--- src/rtl/fpu_lzd_pkg.sv ---
// Shared constants and elaboration-time helpers for the leading/trailing zero counter.
package fpu_lzd_pkg;

    localparam logic MODE_LZ = 1'b0;
    localparam logic MODE_TZ = 1'b1;

    function automatic int lzd_log2(input int w);
        int r;
        r = 0;
        while ((1 << r) < w) r++;
        return r;
    endfunction

    function automatic int lzd_cnt_w(input int w);
        return lzd_log2(w) + 1;
    endfunction

    function automatic int lzd_lat(input int w, input int reg_every);
        return (lzd_log2(w) + reg_every - 1) / reg_every;
    endfunction

    // Bit offsets of tree layer k inside the flattened val/pos buses.
    function automatic int lzd_voff(input int w, input int k);
        int s;
        s = 0;
        for (int j = 0; j < k; j++) s += w >> j;
        return s;
    endfunction

    function automatic int lzd_poff(input int w, input int k);
        int s;
        s = 0;
        for (int j = 0; j < k; j++) s += j * (w >> j);
        return s;
    endfunction

endpackage

--- src/rtl/fpu_lzd_node.sv ---
// Purpose: one merge node of the zero-count tree (valid OR, position select).
// Latency: combinational.
// Backpressure: none; the enclosing pipeline owns all flow control.
module fpu_lzd_node #(
    parameter int LAYER = 1,
    localparam int PW = (LAYER > 1) ? LAYER - 1 : 1
) (
    input  logic             l_val,
    input  logic [PW-1:0]    l_pos,
    input  logic             r_val,
    input  logic [PW-1:0]    r_pos,
    output logic             o_val,
    output logic [LAYER-1:0] o_pos
);

    assign o_val = l_val | r_val;

    // First-layer children are single bits and carry no position.
    if (LAYER == 1) begin : g_pair
        logic unused_pos;
        assign unused_pos = ^{l_pos, r_pos};
        assign o_pos      = ~l_val;
    end else begin : g_merge
        assign o_pos = {~l_val, l_val ? l_pos : r_pos};
    end

endmodule

--- src/rtl/fpu_lzd_pipe.sv ---
// Purpose: pipelined leading/trailing zero counter built from a binary merge tree.
// Latency: LAT = ceil(log2(WIDTH)/REG_EVERY) cycles from acceptance to out_valid.
// Backpressure: per-stage valid/ready with bubble collapse; flush and reset drop in-flight work.
module fpu_lzd_pipe
    import fpu_lzd_pkg::*;
#(
    parameter int WIDTH     = 32,
    parameter int REG_EVERY = 2,
    localparam int LOG2W    = lzd_log2(WIDTH),
    localparam int CNT_W    = lzd_cnt_w(WIDTH),
    localparam int LAT      = lzd_lat(WIDTH, REG_EVERY)
) (
    input  logic             clk,
    input  logic             rst_l,
    input  logic             in_valid,
    output logic             in_ready,
    input  logic [WIDTH-1:0] in_data,
    input  logic             in_mode,
    input  logic             flush,
    output logic             out_valid,
    input  logic             out_ready,
    output logic [CNT_W-1:0] out_count,
    output logic             out_zero
);

    localparam int VT = lzd_voff(WIDTH, LOG2W + 1);
    localparam int PT = lzd_poff(WIDTH, LOG2W + 1);
    localparam int VF = lzd_voff(WIDTH, LOG2W);
    localparam int PF = lzd_poff(WIDTH, LOG2W);

    logic [WIDTH-1:0] leaf;
    logic [VT-1:0]    v_c, v_q;
    logic [PT-1:0]    p_c, p_q;
    logic [LAT-1:0]   vld, vin, adv;
    logic             accept;

    // Trailing-zero mode mirrors the operand so the same MSB-first tree applies.
    always_comb begin
        leaf = in_data;
        if (in_mode == MODE_TZ) begin
            for (int i = 0; i < WIDTH; i++) leaf[i] = in_data[WIDTH-1-i];
        end
    end

    assign v_c[WIDTH-1:0] = leaf;
    assign v_q[WIDTH-1:0] = v_c[WIDTH-1:0];

    genvar k, n;
    for (k = 1; k <= LOG2W; k++) begin : g_layer
        localparam int NN = WIDTH >> k;
        localparam int VO = lzd_voff(WIDTH, k);
        localparam int VI = lzd_voff(WIDTH, k - 1);
        localparam int PO = lzd_poff(WIDTH, k);
        localparam int PI = lzd_poff(WIDTH, k - 1);

        for (n = 0; n < NN; n++) begin : g_node
            logic [(k > 1 ? k - 1 : 1)-1:0] lp, rp;
            if (k == 1) begin : g_lp_leaf
                assign lp = 1'b0;
                assign rp = 1'b0;
            end else begin : g_lp_tree
                assign lp = p_q[PI + (2*n+1)*(k-1) +: k-1];
                assign rp = p_q[PI + (2*n)*(k-1)   +: k-1];
            end
            fpu_lzd_node #(.LAYER(k)) u_node (
                .l_val (v_q[VI + 2*n + 1]),
                .l_pos (lp),
                .r_val (v_q[VI + 2*n]),
                .r_pos (rp),
                .o_val (v_c[VO + n]),
                .o_pos (p_c[PO + n*k +: k])
            );
        end

        // The last layer is always registered, but into out_count/out_zero below.
        if (k < LOG2W && (k % REG_EVERY) == 0) begin : g_reg
            localparam int S = k / REG_EVERY - 1;
            logic [NN-1:0]   vr;
            logic [NN*k-1:0] pr;
            always_ff @(posedge clk or negedge rst_l) begin
                if (!rst_l) begin
                    vr <= '0;
                    pr <= '0;
                end else if (adv[S]) begin
                    vr <= v_c[VO +: NN];
                    pr <= p_c[PO +: NN*k];
                end
            end
            assign v_q[VO +: NN]   = vr;
            assign p_q[PO +: NN*k] = pr;
        end else begin : g_thru
            assign v_q[VO +: NN]   = v_c[VO +: NN];
            assign p_q[PO +: NN*k] = p_c[PO +: NN*k];
        end
    end

    // A stage moves when it is empty or its successor moves.
    always_comb begin
        logic go;
        go           = ~vld[LAT-1] | out_ready;
        adv[LAT-1]   = go;
        for (int s = LAT - 2; s >= 0; s--) begin
            go     = ~vld[s] | go;
            adv[s] = go;
        end
    end

    assign in_ready = rst_l & ~flush & adv[0];
    assign accept   = in_valid & in_ready;

    always_comb begin
        vin    = '0;
        vin[0] = accept;
        for (int s = 1; s < LAT; s++) vin[s] = vld[s-1];
    end

    always_ff @(posedge clk or negedge rst_l) begin
        if (!rst_l) begin
            vld <= '0;
        end else if (flush) begin
            vld <= '0;
        end else begin
            for (int s = 0; s < LAT; s++) begin
                if (adv[s]) vld[s] <= vin[s];
            end
        end
    end

    always_ff @(posedge clk or negedge rst_l) begin
        if (!rst_l) begin
            out_count <= '0;
            out_zero  <= 1'b0;
        end else if (adv[LAT-1]) begin
            out_zero  <= ~v_q[VF];
            out_count <= v_q[VF] ? {1'b0, p_q[PF +: LOG2W]} : CNT_W'(WIDTH);
        end
    end

    assign out_valid = vld[LAT-1];

endmodule

--- config.mk ---
export PLATFORM = sky130hd
export DESIGN_NAME = fpu_lzd_pipe
export DESIGN_NICKNAME = d
export VERILOG_FILES = /design/src/rtl/fpu_lzd_pkg.sv /design/src/rtl/fpu_lzd_node.sv /design/src/rtl/fpu_lzd_pipe.sv
export SDC_FILE = /design/constraint.sdc
export NUM_CORES = 1
export LEC_CHECK = 0
export CAP_MARGIN = 20
export CELL_PAD_IN_SITES_DETAIL_PLACEMENT = 0
export CELL_PAD_IN_SITES_GLOBAL_PLACEMENT = 1
export CORE_MARGIN = 3
export CORE_UTILIZATION = 36
export CTS_CLUSTER_DIAMETER = 40
export DETAILED_ROUTE_END_ITERATION = 10
export PLACE_DENSITY_LB_ADDON = 0.1
export SYNTH_ARGS = -nofsm -noshare
export SYNTH_HDL_FRONTEND = slang
export SYNTH_SLANG_ARGS = --single-unit
--- constraint.sdc ---
create_clock -name clk -period 1.2 [get_ports clk]
set_input_delay 0.12 -clock clk [delete_from_list [all_inputs] [get_ports clk]]
set_output_delay 0.12 -clock clk [all_outputs]
set_load 0.005 [all_outputs]
==> results.json, run 1 <==
{
  "port_buffers": 46,
  "numCtsBuffers": 5,
  "ant_nets": 0,
  "r2r_cells": 4,
  "synthesis.area_um2": 2320,
  "die_x_um": 86.3,
  "grt_pass1_wl_mm": 8.76,
  "drc": 0,
  "grt_pass1_vias": 1863,
  "drtIter0Drc": 56,
  "wire_per_inst_um": 13.3,
  "worstHoldPathType": "in2async",
  "yosysTopAreaCell": "dfrtp_1",
  "synth_cells": 228,
  "drt-pass1-iter-count": 4,
  "routed_wl_mm": 5.16,
  "gp_congestion": 0.725,
  "die_area_um2": 7440,
  "setup_viol": 18,
  "syn_to_final_growth_pct": 45.9,
  "crit_type": "reg2reg",
  "fmax_mhz": 804,
  "crit_fanout": 9,
  "synth_warnings": 0,
  "initial_core_util_pct": 38.3,
  "grt_use_met3_pct": 3.04,
  "syn-num-nets": 266,
  "maxSlewHeadroom_pct": 79.9,
  "syn_area_per_cell_um2": 10.2,
  "use_met2_pct": 22.8,
  "cts.reportedPaths.clkPinSlew_ns": 0.08,
  "yosys-top-cells-area": "dfrtp_1 46%, mux2_2 8.3%, nor2_1 7.3%",
  "finalHoldViolCount": 0,
  "startpoint_type": "register",
  "grt_max_degree": 25,
  "ys_seq_area_share_pct": 46.4,
  "fin_util_pct": 55.8,
  "dieHeight_um": 86.3,
  "worstMarginPinSlew_ns": 0.301,
  "r2r_slack_ns": -0.04,
  "grt_util_all_layers_pct": 14.8,
  "cp.required_ns": 1.38,
  "reg2reg_to": "g_layer[2].g_reg.pr[9]$_DFFE_PN0P_",
  "critical_path_arrival_ns": 1.42,
  "clk_root_buffer_cell": "clkbuf_8",
  "synthDistinctLibCells": 28,
  "top_usage_layer": "met2",
  "dp_hpwl_mm": 3.82,
  "clockBufferDepth": 2,
  "vias": 1885,
  "boundaryPins": 47,
  "p_per_area_nw_per_um2": 884,
  "fin_nets": 351,
  "rsz0062_at_grt": "yes",
  "post_route_cells_drive_above_1_share_pct": 32.2,
  "min_period_ns": 1.24,
  "fin_crit_sh_pct": 104,
  "grt_util_met1_pct": 21.1,
  "tns_ns": -0.332,
  "grt_antenna_before_repair": 0,
  "final_max_slew_viol_count": 0,
  "cts_htree_levels": 2,
  "status": "finished, violations left",
  "antennaDiodeCount": 0,
  "ir_drop_mv": 0.683,
  "endpoint_kind": "register",
  "violations": "negative setup slack",
  "max-cap-violations": 0,
  "r2r-start": "vld[2]$_DFFE_PN0P_",
  "rows": 28,
  "leakage_uw": 0.00164,
  "synth_seq_cells": 43,
  "finalWorstSetupSlack_ns": -0.0437,
  "clock_latency_ns": 0.29,
  "fill_cells": 567,
  "clock-skew-final_ns": 0.00935,
  "clock_sinks": 43,
  "viasPerCell": 4.85,
  "core_area_um2": 6060,
  "yosysTopAreaCellShare_pct": 46.4,
  "overflow": 0,
  "tritoncts": "built"
}
## power breakdown
group	internal [uW]	total, uW	leakage, uW	switching (uW)
Sequential	1530	1590	0.000521	59.5
Combinational	328	527	0.00108	199
Clock	409	877	0.0000422	468
Total	2260	2990	0.00164	727
## per-stage QoR
| step | total power, uW | std cells | cell area, um^2 | setup slack, ns | hold slack, ns |
|---|---|---|---|---|---|
| global placement | 2110 | 372 | 3060 | -0.364 | 0.139 |
| finish | 2990 | 389 | 3380 | -0.0437 | 0.342 |
| detailed placement | 2110 | 372 | 3060 | -0.359 | 0.138 |
| floorplan | 1820 | 228 | 2320 | 0.0137 | -0.176 |
| CTS | 3010 | 386 | 3220 | -0.0470 | 0.347 |
| global route | 3170 | 389 | 3380 | -0.0976 | 0.386 |
## cell type report
cell class	count	area [um^2]	share of cell area, %
Clock inverter	1	5.00	0.148
Tap cell	75	93.8	2.77
Multi-Input combinational cell	156	1200	35.6
Sequential cell	43	1080	31.9
Timing Repair Buffer	89	857	25.3
Inverter	18	67.6	2.00
Clock buffer	7	76.3	2.26
## worst max path at each step
stage / slack (ns) / endpoint / startpoint
2_1_floorplan: 0.01 / g_layer[4].g_reg.pr[4]$_DFFE_PN0P_ / g_layer[2].g_reg.vr[5]$_DFFE_PN0P_
3_3_place_gp: -0.36 / in_ready / out_ready
3_5_place_dp: -0.36 / g_layer[2].g_reg.pr[1]$_DFFE_PN0P_ / in_mode
4_1_cts: -0.05 / g_layer[4].g_reg.pr[5]$_DFFE_PN0P_ / vld[2]$_DFFE_PN0P_
5_1_grt: -0.1 / in_ready / vld[2]$_DFFE_PN0P_
6_report: -0.04 / g_layer[2].g_reg.pr[9]$_DFFE_PN0P_ / vld[2]$_DFFE_PN0P_
## cell families after synthesis
logic type      count (synthesis)  share of synthesized area, %
compound gates                 51                          15.3
buf+inv                        29                          6.26
flops                          43                          46.4
mux                            33                          17.3
simple gates                   72                          14.7
## cells in the mapped netlist
library cell / count
inv_1: 18
and3b_1: 2
o21a_1: 2
a21oi_1: 6
buf_6: 4
dfrtp_1: 43
a221oi_1: 1
nand2b_1: 1
or2_2: 1
nand3b_1: 5
o31ai_1: 1
nor2b_1: 3
nand4b_4: 1
mux2_4: 10
o21ai_0: 2
mux2i_1: 6
buf_2: 2
a31oi_1: 21
mux2_2: 17
nand3b_2: 1
o221a_2: 2
nor2_1: 45
a211o_1: 8
clkbuf_1: 4
buf_4: 1
nor3_1: 1
nand2_1: 12
o211ai_1: 8
## worst max-delay path, cell delays in order, from the launching register on
cell	delay, ns
dfrtp_1	0.40
nand4b_4	0.12
buf_4	0.16
clkbuf_16	0.16
mux2_4	0.29
## cells in the final DEF, fill, tap and decap left out, drive strengths merged
cell type	n
clkinv	1
mux2	27
clkdlybuf4s50	35
a221oi	1
nor3	1
o211ai	8
and3b	2
dlygate4sd2	7
mux2i	6
o21ai	2
a21oi	6
or2	1
nand2b	1
a31oi	21
clkbuf	8
buf	42
dlygate4sd3	1
inv	18
o31ai	1
nand3b	6
nor2	45
nor2b	3
bufbuf	1
dfrtp	43
o21a	2
a211o	8
clkdlybuf4s15	2
nand4b	1
o221a	2
nand2	12
## flip-flops by register name, indices dropped and copies added, names as in the netlist
| name | flops |
|---|---|
| vld | 3 |
| out_count | 6 |
| g_layer.g_reg.pr | 24 |
| g_layer.g_reg.vr | 10 |
## layer usage
layer	up-vias	routed length [um]
li1	974	-
met3	6	229
met5	-	0
met1	858	2580
met2	47	2280
met4	0	73
## repair_timing
action	CTS	global route
pin swaps	2	2
endpoints found under the hold margin	19	0
setup endpoints to repair	30	33
buffers inserted	4	2
gates cloned	1	1
gates resized for setup	18	36
hold buffers	1	0
No activity file was read; power rests on OpenSTA's default activity.
==> run 2: changes to the inputs <==
Settings changed: CORE_MARGIN 3 to default, SETUP_SLACK_MARGIN from default to 0.2.
==> run 2 against run 1 <==
Compared with the run above: the flow finishes with violations (negative hold slack, negative setup slack); non-clock buffer count up 8; via count up 6.8%; wire length up 21%; first-iteration DRC count down 5.4%; clock power is 2.9% higher; combinational power rose by 15%; sequential share of layout area shrank 2.9 points; worst setup slack worse by 0.019 ns; clock skew shrank 0.00069 ns; register-to-register slack got worse by 0.02 ns.
==> results.json, run 2 (synthesis results as in run 1) <==
{
  "power_uw": 3110,
  "status": "finished, violations left",
  "slowest_stage": "dfrtp_2",
  "antennaDiodeCount": 0,
  "worstMarginPinSlew_ns": 0.295,
  "boundaryPins": 47,
  "setup_viol": 18,
  "dp_hpwl_mm": 3.85,
  "tritoncts": "built",
  "maxSlewHeadroom_pct": 80.3,
  "r2r_cells": 4,
  "grt_antenna_before_repair": 0,
  "clock_sinks": 43,
  "mostFrequentLayoutCells": "38 x dfrtp_1, 35 x clkdlybuf4s50_1, 30 x buf_4, 22 x nor2_1",
  "die_area_um2": 6770,
  "numCtsBuffers": 5,
  "top_usage_layer": "met2",
  "core_area_um2": 6060,
  "grt_pass1_wl_mm": 9.13,
  "viasPerCell": 5.07,
  "wire_per_inst_um": 15.7,
  "fin_util_pct": 61.6,
  "dieHeight_um": 82.3,
  "crit_type": "reg2reg",
  "tns_ns": -0.582,
  "r2r-start": "vld[2]$_DFFE_PN0P_",
  "cts_htree_levels": 2,
  "grt_use_met3_pct": 3.74,
  "clock-skew-final_ns": 0.00867,
  "routed_wl_mm": 6.22,
  "gp_congestion": 0.720,
  "startpoint_type": "register",
  "reg_top3": "g_layer.g_reg.pr (24), g_layer.g_reg.vr (10), out_count (6)",
  "max-cap-violations": 0,
  "clock_latency_ns": 0.30,
  "grt_util_met1_pct": 22.4,
  "clk_root_buffer_cell": "clkbuf_8",
  "vias": 2013,
  "worst_path_largest_cell_delay_ns": 0.44,
  "grt_pass1_vias": 1927,
  "fin_nets": 359,
  "rsz0062_at_grt": "yes",
  "fin_crit_sh_pct": 105,
  "reg2reg_to": "g_layer[2].g_reg.pr[5]$_DFFE_PN0P_",
  "cts.reportedPaths.clkPinSlew_ns": 0.08,
  "largest-register": "g_layer.g_reg.pr",
  "min_period_ns": 1.26,
  "drc": 0,
  "dp.cells": 367,
  "leakage_uw": 0.00175,
  "drtIter0Drc": 53,
  "grt_util_all_layers_pct": 18.4,
  "crit_fanout": 6,
  "largest_register_ffs": 24,
  "endpoint_kind": "register",
  "clockBufferDepth": 2,
  "ir_drop_mv": 0.617,
  "post_route_cells_drive_above_1_share_pct": 43.2,
  "fmax_mhz": 792,
  "die_x_um": 82.3,
  "ant_nets": 0,
  "use_met2_pct": 32.1,
  "syn_to_final_growth_pct": 61.1,
  "worstHoldPathType": "in2async",
  "whs_ns": -0.193,
  "finalWorstSetupSlack_ns": -0.0627,
  "r2r_slack_ns": -0.06,
  "layout_commonest_cell": "dfrtp_1",
  "initial_core_util_pct": 38.3,
  "critical_path_arrival_ns": 1.45,
  "port_buffers": 46,
  "final_max_slew_viol_count": 0,
  "overflow": 0,
  "instances_no_fill": 397,
  "violations": "negative hold slack, negative setup slack",
  "finalHoldViolCount": 20,
  "p_per_area_nw_per_um2": 833,
  "cp.required_ns": 1.39,
  "grt_max_degree": 24,
  "rows": 28,
  "crit_chain": "nand4b_4, buf_8, buf_12, mux2_4",
  "drt-pass1-iter-count": 4
}
run 2: metal layers:
| metal | vias to the layer above | part of all wire (%) |
|---|---|---|
| met5 | - | 0 |
| met4 | 0 | 2.7 |
| met3 | 14 | 3.2 |
| met2 | 51 | 51 |
| met1 | 953 | 43 |
| li1 | 995 | - |
run 2: timing repair:
| action | 4_1_cts | 5_1_grt |
|---|---|---|
| endpoints found under the setup margin | 51 | 50 |
| endpoints found under the hold margin | 20 | 20 |
| cloned | 4 | 4 |
| buffers inserted | 7 | 7 |
| pin swaps | 6 | 3 |
| resized for setup | 57 | 45 |
run 2: metrics by stage:
stage               cell area, um^2  setup slack (ns)  hold slack, ns
floorplan                      2370            0.0758          -0.176
global placement               3100            -0.319           0.137
detailed placement             3100            -0.357           0.134
CTS                            3440           -0.0442          -0.185
global route                   3730           -0.0761          -0.159
finish                         3730           -0.0627          -0.193
run 2: area by class of cell:
cell class / instances / area [um^2]
Clock buffer: 7 / 76.3
Timing Repair Buffer: 97 / 1050
Clock inverter: 1 / 5.00
Sequential cell: 43 / 1080
Inverter: 18 / 67.6
Fill cell: 521 / 2330
Multi-Input combinational cell: 156 / 1360
Tap cell: 75 / 93.8
run 2: how the worst max path moves through the flow:
| stage | from | to | slack [ns] |
|---|---|---|---|
| after floorplan | vld[2]$_DFFE_PN0P_ | g_layer[2].g_reg.pr[11]$_DFFE_PN0P_ | 0.08 |
| after global placement | in_mode | g_layer[2].g_reg.pr[1]$_DFFE_PN0P_ | -0.32 |
| after detailed placement | in_mode | g_layer[2].g_reg.vr[2]$_DFFE_PN0P_ | -0.36 |
| after CTS | vld[2]$_DFFE_PN0P_ | g_layer[2].g_reg.vr[0]$_DFFE_PN0P_ | -0.04 |
| after global routing | vld[2]$_DFFE_PN0P_ | g_layer[2].g_reg.pr[5]$_DFFE_PN0P_ | -0.08 |
| final | vld[2]$_DFFE_PN0P_ | g_layer[2].g_reg.pr[5]$_DFFE_PN0P_ | -0.06 |
run 2: power breakdown:
group	switching (uW)	internal, uW
logic	230	374
clock network	493	409
registers	75.9	1530
total	799	2310
run 2: critical path, delay by kind of cell, from the launching register on:
kind	cells	cell delay (ns)
and+or+nand+nor	1	0.11
muxes	1	0.30
DFF	1	0.44
buffers and inverters	2	0.29
